===== config.mk =====
export PLATFORM = sky130hd
export DESIGN_NAME = diferential_muxpga_gen
export DESIGN_NICKNAME = d
export VERILOG_FILES = /design/src/rtl/diferential_muxpga_pkg.sv /design/src/rtl/diferential_cell_v2.sv /design/src/rtl/diferential_muxpga_gen.sv
export SDC_FILE = /design/constraint.sdc
export NUM_CORES = 1
export LEC_CHECK = 0
export CORE_MARGIN = 2
export CORE_UTILIZATION = 45
export DETAILED_ROUTE_END_ITERATION = 10
export PLACE_DENSITY = 0.65
export SLEW_MARGIN = 20
export SYNTH_ARGS = -nofsm -noshare
export SYNTH_HDL_FRONTEND = slang
export SYNTH_SLANG_ARGS = --single-unit

===== constraint.sdc =====
create_clock -name clk -period 6.7 [get_ports clk]
set_input_delay 2.01 -clock clk [delete_from_list [all_inputs] [get_ports clk]]
set_output_delay 2.01 -clock clk [all_outputs]
set_load 0.01 [all_outputs]

===== src/rtl/diferential_muxpga_pkg.sv =====
// Shared types and sizing helpers for the second-generation mux-FPGA fabric.
package diferential_muxpga_pkg;

   localparam int unsigned NIB_W = 4;

   typedef enum logic [1:0] {
      CMD_SHIFT = 2'd0,
      CMD_STEP  = 2'd1,
      CMD_RUN   = 2'd2,
      CMD_PEEK  = 2'd3
   } cmd_e;

   typedef enum logic [2:0] {
      F_OR   = 3'd0,
      F_AND  = 3'd1,
      F_IN1  = 3'd2,
      F_IN2  = 3'd3,
      F_XOR  = 3'd4,
      F_ADD  = 3'd5,
      F_NOT  = 3'd6,
      F_HOLD = 3'd7
   } func_e;

   typedef enum logic [1:0] {
      SEL_N  = 2'd0,
      SEL_S  = 2'd1,
      SEL_W  = 2'd2,
      SEL_IN = 2'd3
   } sel_e;

   typedef enum logic {
      ST_IDLE = 1'b0,
      ST_RUN  = 1'b1
   } state_e;

   // Number of configurable cells (row 0 is the external input row).
   function automatic int unsigned ncells(input int unsigned rows, input int unsigned cols);
      return (rows - 1) * cols;
   endfunction

   // Config chain length in nibbles: one mux and one func nibble per cell.
   function automatic int unsigned chain_len(input int unsigned rows, input int unsigned cols);
      return 2 * ncells(rows, cols);
   endfunction

endpackage


===== src/rtl/diferential_cell_v2.sv =====
// One B-bit logic cell: 8-function ALU feeding an enabled register.
module diferential_cell_v2
   import diferential_muxpga_pkg::*;
#(
   parameter int unsigned B = 4
) (
   input  logic             clk,
   input  logic             reset,
   input  logic             en,
   input  logic [NIB_W-1:0] func,
   input  logic [B-1:0]     in1,
   input  logic [B-1:0]     in2,
   output logic [B-1:0]     q
);

   logic [B-1:0] f_out;
   logic         unused_rsvd;

   // Bit 3 of the func nibble is reserved.
   assign unused_rsvd = func[3];

   // Cell function; HOLD recirculates the current value.
   always_comb begin
      f_out = q;
      case (func_e'(func[2:0]))
         F_OR:   f_out = in1 | in2;
         F_AND:  f_out = in1 & in2;
         F_IN1:  f_out = in1;
         F_IN2:  f_out = in2;
         F_XOR:  f_out = in1 ^ in2;
         F_ADD:  f_out = in1 + in2;
         F_NOT:  f_out = ~in1;
         F_HOLD: f_out = q;
      endcase
   end

   // Cell register loads only when the fabric evaluates.
   always_ff @(posedge clk or posedge reset) begin
      if (reset) begin
         q <= '0;
      end else if (en) begin
         q <= f_out;
      end
   end

endmodule


===== src/rtl/diferential_muxpga_gen.sv =====
// Mux-FPGA fabric: config shift chain, cell grid with neighbour muxing,
// STEP/RUN evaluation control and registered cell readback.
module diferential_muxpga_gen
   import diferential_muxpga_pkg::*;
#(
   parameter int unsigned ROWS = 5,
   parameter int unsigned COLS = 3,
   parameter int unsigned B    = 4
) (
   input  logic           clk,
   input  logic           reset,
   input  logic [1:0]     cmd,
   input  logic [B-1:0]   din,
   output logic [2*B-1:0] dout,
   output logic           busy
);

   localparam int unsigned NCELLS = ncells(ROWS, COLS);
   localparam int unsigned L      = chain_len(ROWS, COLS);
   localparam int unsigned PW     = $clog2(NCELLS);
   localparam int unsigned PAD    = 2 * B - NIB_W;

   logic [NIB_W-1:0] chain [L];
   logic [B-1:0]     q     [NCELLS];
   state_e           state, state_nxt;
   logic [B-1:0]     run_cnt;
   logic [PW-1:0]    peek_idx, peek_idx_nxt;
   logic             cell_en, shift_en, peek_en, run_start;

   // Neighbour select for one cell input.
   function automatic logic [B-1:0] pick(input logic [1:0] sel, input logic [B-1:0] n,
                                         input logic [B-1:0] s, input logic [B-1:0] w,
                                         input logic [B-1:0] i);
      logic [B-1:0] r;
      r = n;
      case (sel_e'(sel))
         SEL_N:  r = n;
         SEL_S:  r = s;
         SEL_W:  r = w;
         SEL_IN: r = i;
      endcase
      return r;
   endfunction

   // Next state and command decode; every cmd is ignored while running.
   always_comb begin
      state_nxt = state;
      cell_en   = 1'b0;
      shift_en  = 1'b0;
      peek_en   = 1'b0;
      run_start = 1'b0;
      case (state)
         ST_IDLE: begin
            case (cmd_e'(cmd))
               CMD_SHIFT: shift_en = 1'b1;
               CMD_STEP:  cell_en  = 1'b1;
               CMD_RUN: begin
                  run_start = 1'b1;
                  state_nxt = ST_RUN;
               end
               CMD_PEEK:  peek_en  = 1'b1;
            endcase
         end
         ST_RUN: begin
            cell_en = 1'b1;
            if (run_cnt == '0) begin
               state_nxt = ST_IDLE;
            end
         end
      endcase
   end

   // State register; busy mirrors the RUN state as a flop.
   always_ff @(posedge clk or posedge reset) begin
      if (reset) begin
         state <= ST_IDLE;
         busy  <= 1'b0;
      end else begin
         state <= state_nxt;
         busy  <= (state_nxt == ST_RUN);
      end
   end

   // Run counter: loaded on RUN, counts down to the final evaluation.
   always_ff @(posedge clk or posedge reset) begin
      if (reset) begin
         run_cnt <= '0;
      end else if (run_start) begin
         run_cnt <= din;
      end else if (state == ST_RUN && run_cnt != '0) begin
         run_cnt <= run_cnt - B'(1);
      end
   end

   // Config shift chain, newest nibble at index 0.
   always_ff @(posedge clk or posedge reset) begin
      if (reset) begin
         for (int i = 0; i < int'(L); i++) chain[i] <= '0;
      end else if (shift_en) begin
         chain[0] <= din[NIB_W-1:0];
         for (int i = 1; i < int'(L); i++) chain[i] <= chain[i-1];
      end
   end

   // Peek index, clamped to the last cell.
   always_ff @(posedge clk or posedge reset) begin
      if (reset) begin
         peek_idx <= '0;
      end else if (peek_en) begin
         if (32'(din) >= NCELLS) peek_idx <= PW'(NCELLS - 1);
         else                    peek_idx <= PW'(din);
      end
   end

   // Companion readback index wraps to cell 0.
   assign peek_idx_nxt = (peek_idx == PW'(NCELLS - 1)) ? '0 : peek_idx + PW'(1);

   // Readback: chain tail during SHIFT, otherwise the peeked cell pair.
   always_ff @(posedge clk or posedge reset) begin
      if (reset) begin
         dout <= '0;
      end else if (shift_en) begin
         dout <= {chain[L-1], {PAD{1'b0}}};
      end else begin
         dout <= {q[peek_idx], q[peek_idx_nxt]};
      end
   end

   // Cell grid; row 0 and the input-row select are both din.
   for (genvar r = 1; r < int'(ROWS); r++) begin : g_row
      for (genvar c = 0; c < int'(COLS); c++) begin : g_col
         localparam int unsigned K  = (r - 1) * COLS + c;
         localparam int unsigned RN = r - 1;
         localparam int unsigned RS = (r + 1) % ROWS;
         localparam int unsigned CW = (c + COLS - 1) % COLS;

         logic [B-1:0] north, south, west, in1, in2;

         if (RN == 0) begin : g_n_in
            assign north = din;
         end else begin : g_n_cell
            assign north = q[(RN - 1) * COLS + c];
         end

         if (RS == 0) begin : g_s_in
            assign south = din;
         end else begin : g_s_cell
            assign south = q[(RS - 1) * COLS + c];
         end

         assign west = q[(r - 1) * COLS + CW];
         assign in1  = pick(chain[2*K][1:0], north, south, west, din);
         assign in2  = pick(chain[2*K][3:2], north, south, west, din);

         diferential_cell_v2 #(.B(B)) u_cell (
            .clk   (clk),
            .reset (reset),
            .en    (cell_en),
            .func  (chain[2*K+1]),
            .in1   (in1),
            .in2   (in2),
            .q     (q[K])
         );
      end
   end

endmodule


; ---- Word-level counts from Yosys, hierarchy flattened
; Index checks and enable logic that the tools add are counted.
; W data, S select, Z words.
[totals]
reg_bits = 161
output_inout_bits = 9
wordCells = 402
[classes]
n_addsub = 14
magnitude_cmp = 3
eq_ne = 160
muxes = 57
bitwise = 63
n_reduce_logical = 65
[ops]
columns = operator, n
row1 = $pmux W4 S7, 12
row2 = $pmux W4 S4, 12
row3 = $eq A3 B3 Y1 const B, 48
row4 = $pmux W4 S3, 12
row5 = $eq A2 B2 Y1 const B, 50
row6 = $eq A3 B2 Y1 const B, 24
row7 = $eq A2 B1 Y1 const B, 25
row8 = $logic_not A2 Y1, 25
row9 = $add A4 B4 Y4, 12
row10 = $and A4 B4 Y4, 12
row11 = $not A4 Y4, 12
row12 = $or A4 B4 Y4, 12
row13 = $xor A4 B4 Y4, 12
row14 = $eq A3 B1 Y1 const B, 12
row15 = $logic_not A3 Y1, 12
row16 = $bmux W4 S4, 2
row17 = $mux W4, 8
row18 = $reduce_and A2 Y1, 12
row19 = $reduce_or A2 Y1, 12
row20 = $not A1 Y1, 13
row21 = $ge A5 B5 Y1 const B, 2
row22 = $not A4 Y5, 2
row23 = $mux W1, 8
row24 = $mux W8, 1
row25 = 9 further kinds, 10

; ---- Depth between registers and ports, before layout
[logic_depth]
word_depth = 7
mapped_depth = 13
depth_no_buf = 12

; ---- By module
; Synthesis repeated with hierarchy kept, for this count alone.
[hier_totals]
cells_unflattened = 1705
area_unflattened_um2 = 14715.4
[by_module_without_submodules]
columns = mod, instances, cells_per_inst, area_each_um2, seq_area_each_um2
row1 = diferential_cell_v2, 12, 78, 614.3, 100.1
row2 = diferential_muxpga_gen, 1, 769, 7343.3, 2827.7

; ---- Worst setup path after synthesis
; Ideal clock, no wire load.
[synth_timing]
kind = input to register
start = input port din[1]
end = register g_row[3].g_col[2].u_cell.q[3]
t_arrival_ns = 4.165
required_time_ns = 6.574
setup_slack_ns = 2.409
cell_stages = 11
path_buffers = 3
path_cell_list = buf_6 -> buf_8 -> buf_2 -> mux4_2 -> ha_1 -> a21o_1 -> maj3_1 -> xnor2_1 -> nor2_1 -> nor3b_1 -> nor3_1
[synth_via]
elab_chain_cells = 3
[synth_lines]
columns = item, line
row1 = "start, declared", diferential_muxpga_gen.sv:13  ; input logic [B-1:0] din,
row2 = $pmux W4 S4, diferential_muxpga_gen.sv:36  ; case (sel_e'(sel))
row3 = $add A4 B4 Y4 (*), diferential_cell_v2.sv:31  ; F_ADD: f_out = in1 + in2;
row4 = $pmux W4 S7 (*), diferential_cell_v2.sv:25  ; case (func_e'(func[2:0]))
row5 = "end signal, assigned", diferential_cell_v2.sv:42  ; q <= f_out;
row6 = "end, declared", diferential_cell_v2.sv:13  ; output logic [B-1:0] q
; Mark *: on every way between the ends. The rest lies on a longest branch, timed or not.
; A chain may end at the register's enable or synchronous reset.

; ---- Worst setup path in the final report
[layout_timing]
start = input port din[1]
end = register g_row[2].g_col[0].u_cell.q[2]
[layout_via]
elab_chain_cells = 3
[layout_lines]
columns = item, line
row1 = $pmux W4 S4, diferential_muxpga_gen.sv:36
row2 = $add A4 B4 Y4 (*), diferential_cell_v2.sv:31
row3 = $pmux W4 S7 (*), diferential_cell_v2.sv:25
row4 = "end signal, assigned", diferential_cell_v2.sv:42
row5 = "end, declared", diferential_cell_v2.sv:13
; Marked as above.

==> results.txt <==
Outcome: finished clean
Initial antenna violation count: 0
Worst r2r src: chain[84]
CP Max Fanout: 14
First-pass GRT wire length: 61000 um
Final setup fails: 0
Number of global-route vias before repair: 10905
Syn nets: 1638
# resized after CTS: 0
Crit Path Class: in -> reg
Top cell type's share of synthesized area: 28.5%
Setup tns final: 0 ps
EDFF count, synth: 0
Hold Crit Start: chain[91]
Post-DR vias/cell: 6.18
Pre-antenna DRT Iters: 7
Final cycle utilization of the critical path: 70.8%
Post-Synthesis Cell Area: 14100 um2
Rel. slew slack: 39.8%
Mean Syn Cell Area: 9.25 um2
Hold Crit Class: reg -> reg
Setup bufs post-CTS: 0
Antenna Violating Nets Remaining: 0
Multi-input gate area in the final layout: 9120 um2
Worst-path clk slew: 70 ps
Worst-margin pin slew: 902 ps
Worst-Skew Late Latency: 450 ps
Total of max-cap violations: 0
Yosys cell types: 73
Largest net degree at the start of global routing: 135
Area Growth Syn to Fin: 6.28%
Max Clock Freq: 211 MHz
Ant. Diodes: 0
Total GRT Usage: 23.5%
R2R Path End: g_row[1].g_col[1].u_cell.q[2]
GPL Wtd Cong: 0.924
Synth top cells by count: 161 x dfrtp_1, 144 x o21ai_0, 131 x inv_1
Cts bufs inserted: 17
Largest cells by area after synthesis: dfrtp_1 29%, mux4_2 11%, ha_1 8.9%
DP Wirelength: 26300 um
Site row count: 64
RSZ-0062 raised after global routing: false
Pins Over Slew Limit: 0
Startpoint types: input pin
CTS tree: yes
Critical Path RT: 7010 ps
Post-CTS Hold Fix Bufs: 0
WHS Path Cells: 2
Layout fillers: 2874
Clock buffer depth: 2
Final min period: 4740 ps
Storage cell area: 4030 um2
Root Driver: clkbuf_16
# IOs: 17
Synth Flop Type: dfrtp_1
Post-synthesis cell count: 1527
Via Count: 11526
Core ar.: 30700 um2
Die X: 181 um
Seq/Total Area, Yosys: 28.5%
Die Span Y: 181 um
Nets: 1566
Hold path endpoint: chain[87]
R2R depth: 12
Most numerous cell in the Yosys netlist: dfrtp_1
Fraction of layout cells with a size suffix above 1: 14.7%
FFs w/ async S/R, synth: 100%
IO Port Bufs: 16
Final WL: 38000 um
Post-route DRC: 0
DRC violation total after the first TritonRoute iteration: 1076
Die area: 32800 um2
FF-to-FF setup slack: 3910 ps
Yosys reg bits: 161
Initial Util: 45.9%
Final Hold Viols: 0
Skew final: 14.9 ps
Post-DR wirelength/cell: 20.4 um
Synth Warn #: 0
Post-synth top area cell: dfrtp_1
Clock sink total: 161
H-tree Lvls: 4
Overflow after GRT: 0
CP endpoint kind: flip-flop
Critical Path AT: 5050 ps
## worst max path at each step
stage	from	endpoint	slack, ps	depth (start not counted)
final	din[1]	g_row[2].g_col[0].u_cell.q[2]	1960	9
after global routing	din[1]	g_row[2].g_col[0].u_cell.q[2]	1860	9
after CTS	din[1]	g_row[2].g_col[0].u_cell.q[2]	2050	9
after floorplan	reset	chain[0]	340	1
after global placement	din[1]	g_row[2].g_col[0].u_cell.q[2]	1670	9
after detailed placement	din[1]	g_row[2].g_col[0].u_cell.q[2]	1570	9
## through the flow
step           util [%]  setup slack, ps  hold WS [ps]  cell area (um2)  std cells
6_report           48.8             1960           477            15000       1864
3_5_place_dp       46.8             1570           470            14400       1832
2_1_floorplan         -              342           446            14100       1527
4_1_cts            48.8             2050           485            15000       1864
5_1_grt            48.8             1860           521            15000       1864
3_3_place_gp       46.8             1670           469            14400       1832
## cells in the final DEF (no fill, tap or decap), types with 5 or more instances in the layout
cell type / n
nor3b_1: 5
o21ai_1: 10
mux2_2: 92
nor3_1: 20
and2_1: 5
a21o_1: 9
ha_1: 101
and3_1: 7
inv_1: 130
a221o_1: 13
nor2_1: 73
xor2_1: 20
a22o_1: 5
nor2b_1: 14
a21oi_1: 81
o22ai_1: 15
dfrtp_1: 161
a31oi_1: 15
o221ai_1: 9
mux4_2: 71
o211ai_1: 15
mux2i_1: 37
a22oi_1: 19
a211oi_1: 21
clkbuf_16: 17
nand2b_1: 19
nand3_1: 15
buf_4: 9
o21ai_0: 144
clkdlybuf4s50_1: 16
xnor2_1: 54
o21a_1: 7
nand3b_1: 8
a221oi_1: 10
a211o_1: 6
nand2_1: 128
## kinds of logic (layout without fill, tap and decap cells)
| group | Yosys count | after routing | synth area share [%] |
|---|---|---|---|
| AOI/OAI and AO/OA | 422 | 422 | 18.9 |
| xor gates and xnor gates | 75 | 75 | 4.70 |
| adders and majority gates | 108 | 108 | 9.59 |
| buffers and inverters | 251 | 192 | 6.94 |
| DFF | 161 | 161 | 28.5 |
| muxes | 200 | 200 | 21.3 |
| and+or+nand+nor | 310 | 310 | 10.0 |
## cell type report
cell class	count	share of cell area [%]
Inverter	134	3.38
Tap cell	396	3.30
Sequential cell	161	26.8
Clock buffer	19	2.88
Timing Repair Buffer	26	1.65
Clock inverter	13	1.17
Multi-Input combinational cell	1115	60.8
## per-layer routing
metal / vias up / wire [um] / global-route usage, %
li1: 5373 / - / -
met1: 5733 / 16600 / 31.8
met5: - / 0 / 0
met2: 364 / 18000 / 38.8
met4: 0 / 1010 / 7.61
met3: 56 / 2290 / 3.39
## flip-flops by register name, indices dropped and copies added, names as in the netlist
signal,count
chain,96
state,1
run_cnt,4
g_row.g_col.u_cell.q,48
dout,8
peek_idx,4
## worst max-delay path: stages
cell,delay (ps)
clkdlybuf4s50_1,830
buf_4,420
mux4_2,540
xor2_1,280
ha_1,210
a21oi_1,50
xnor2_1,130
a2111oi_0,450
o22ai_1,110
Power is not shown: default switching activity piles up to over one toggle a cycle in this logic, so the estimate is an artifact.
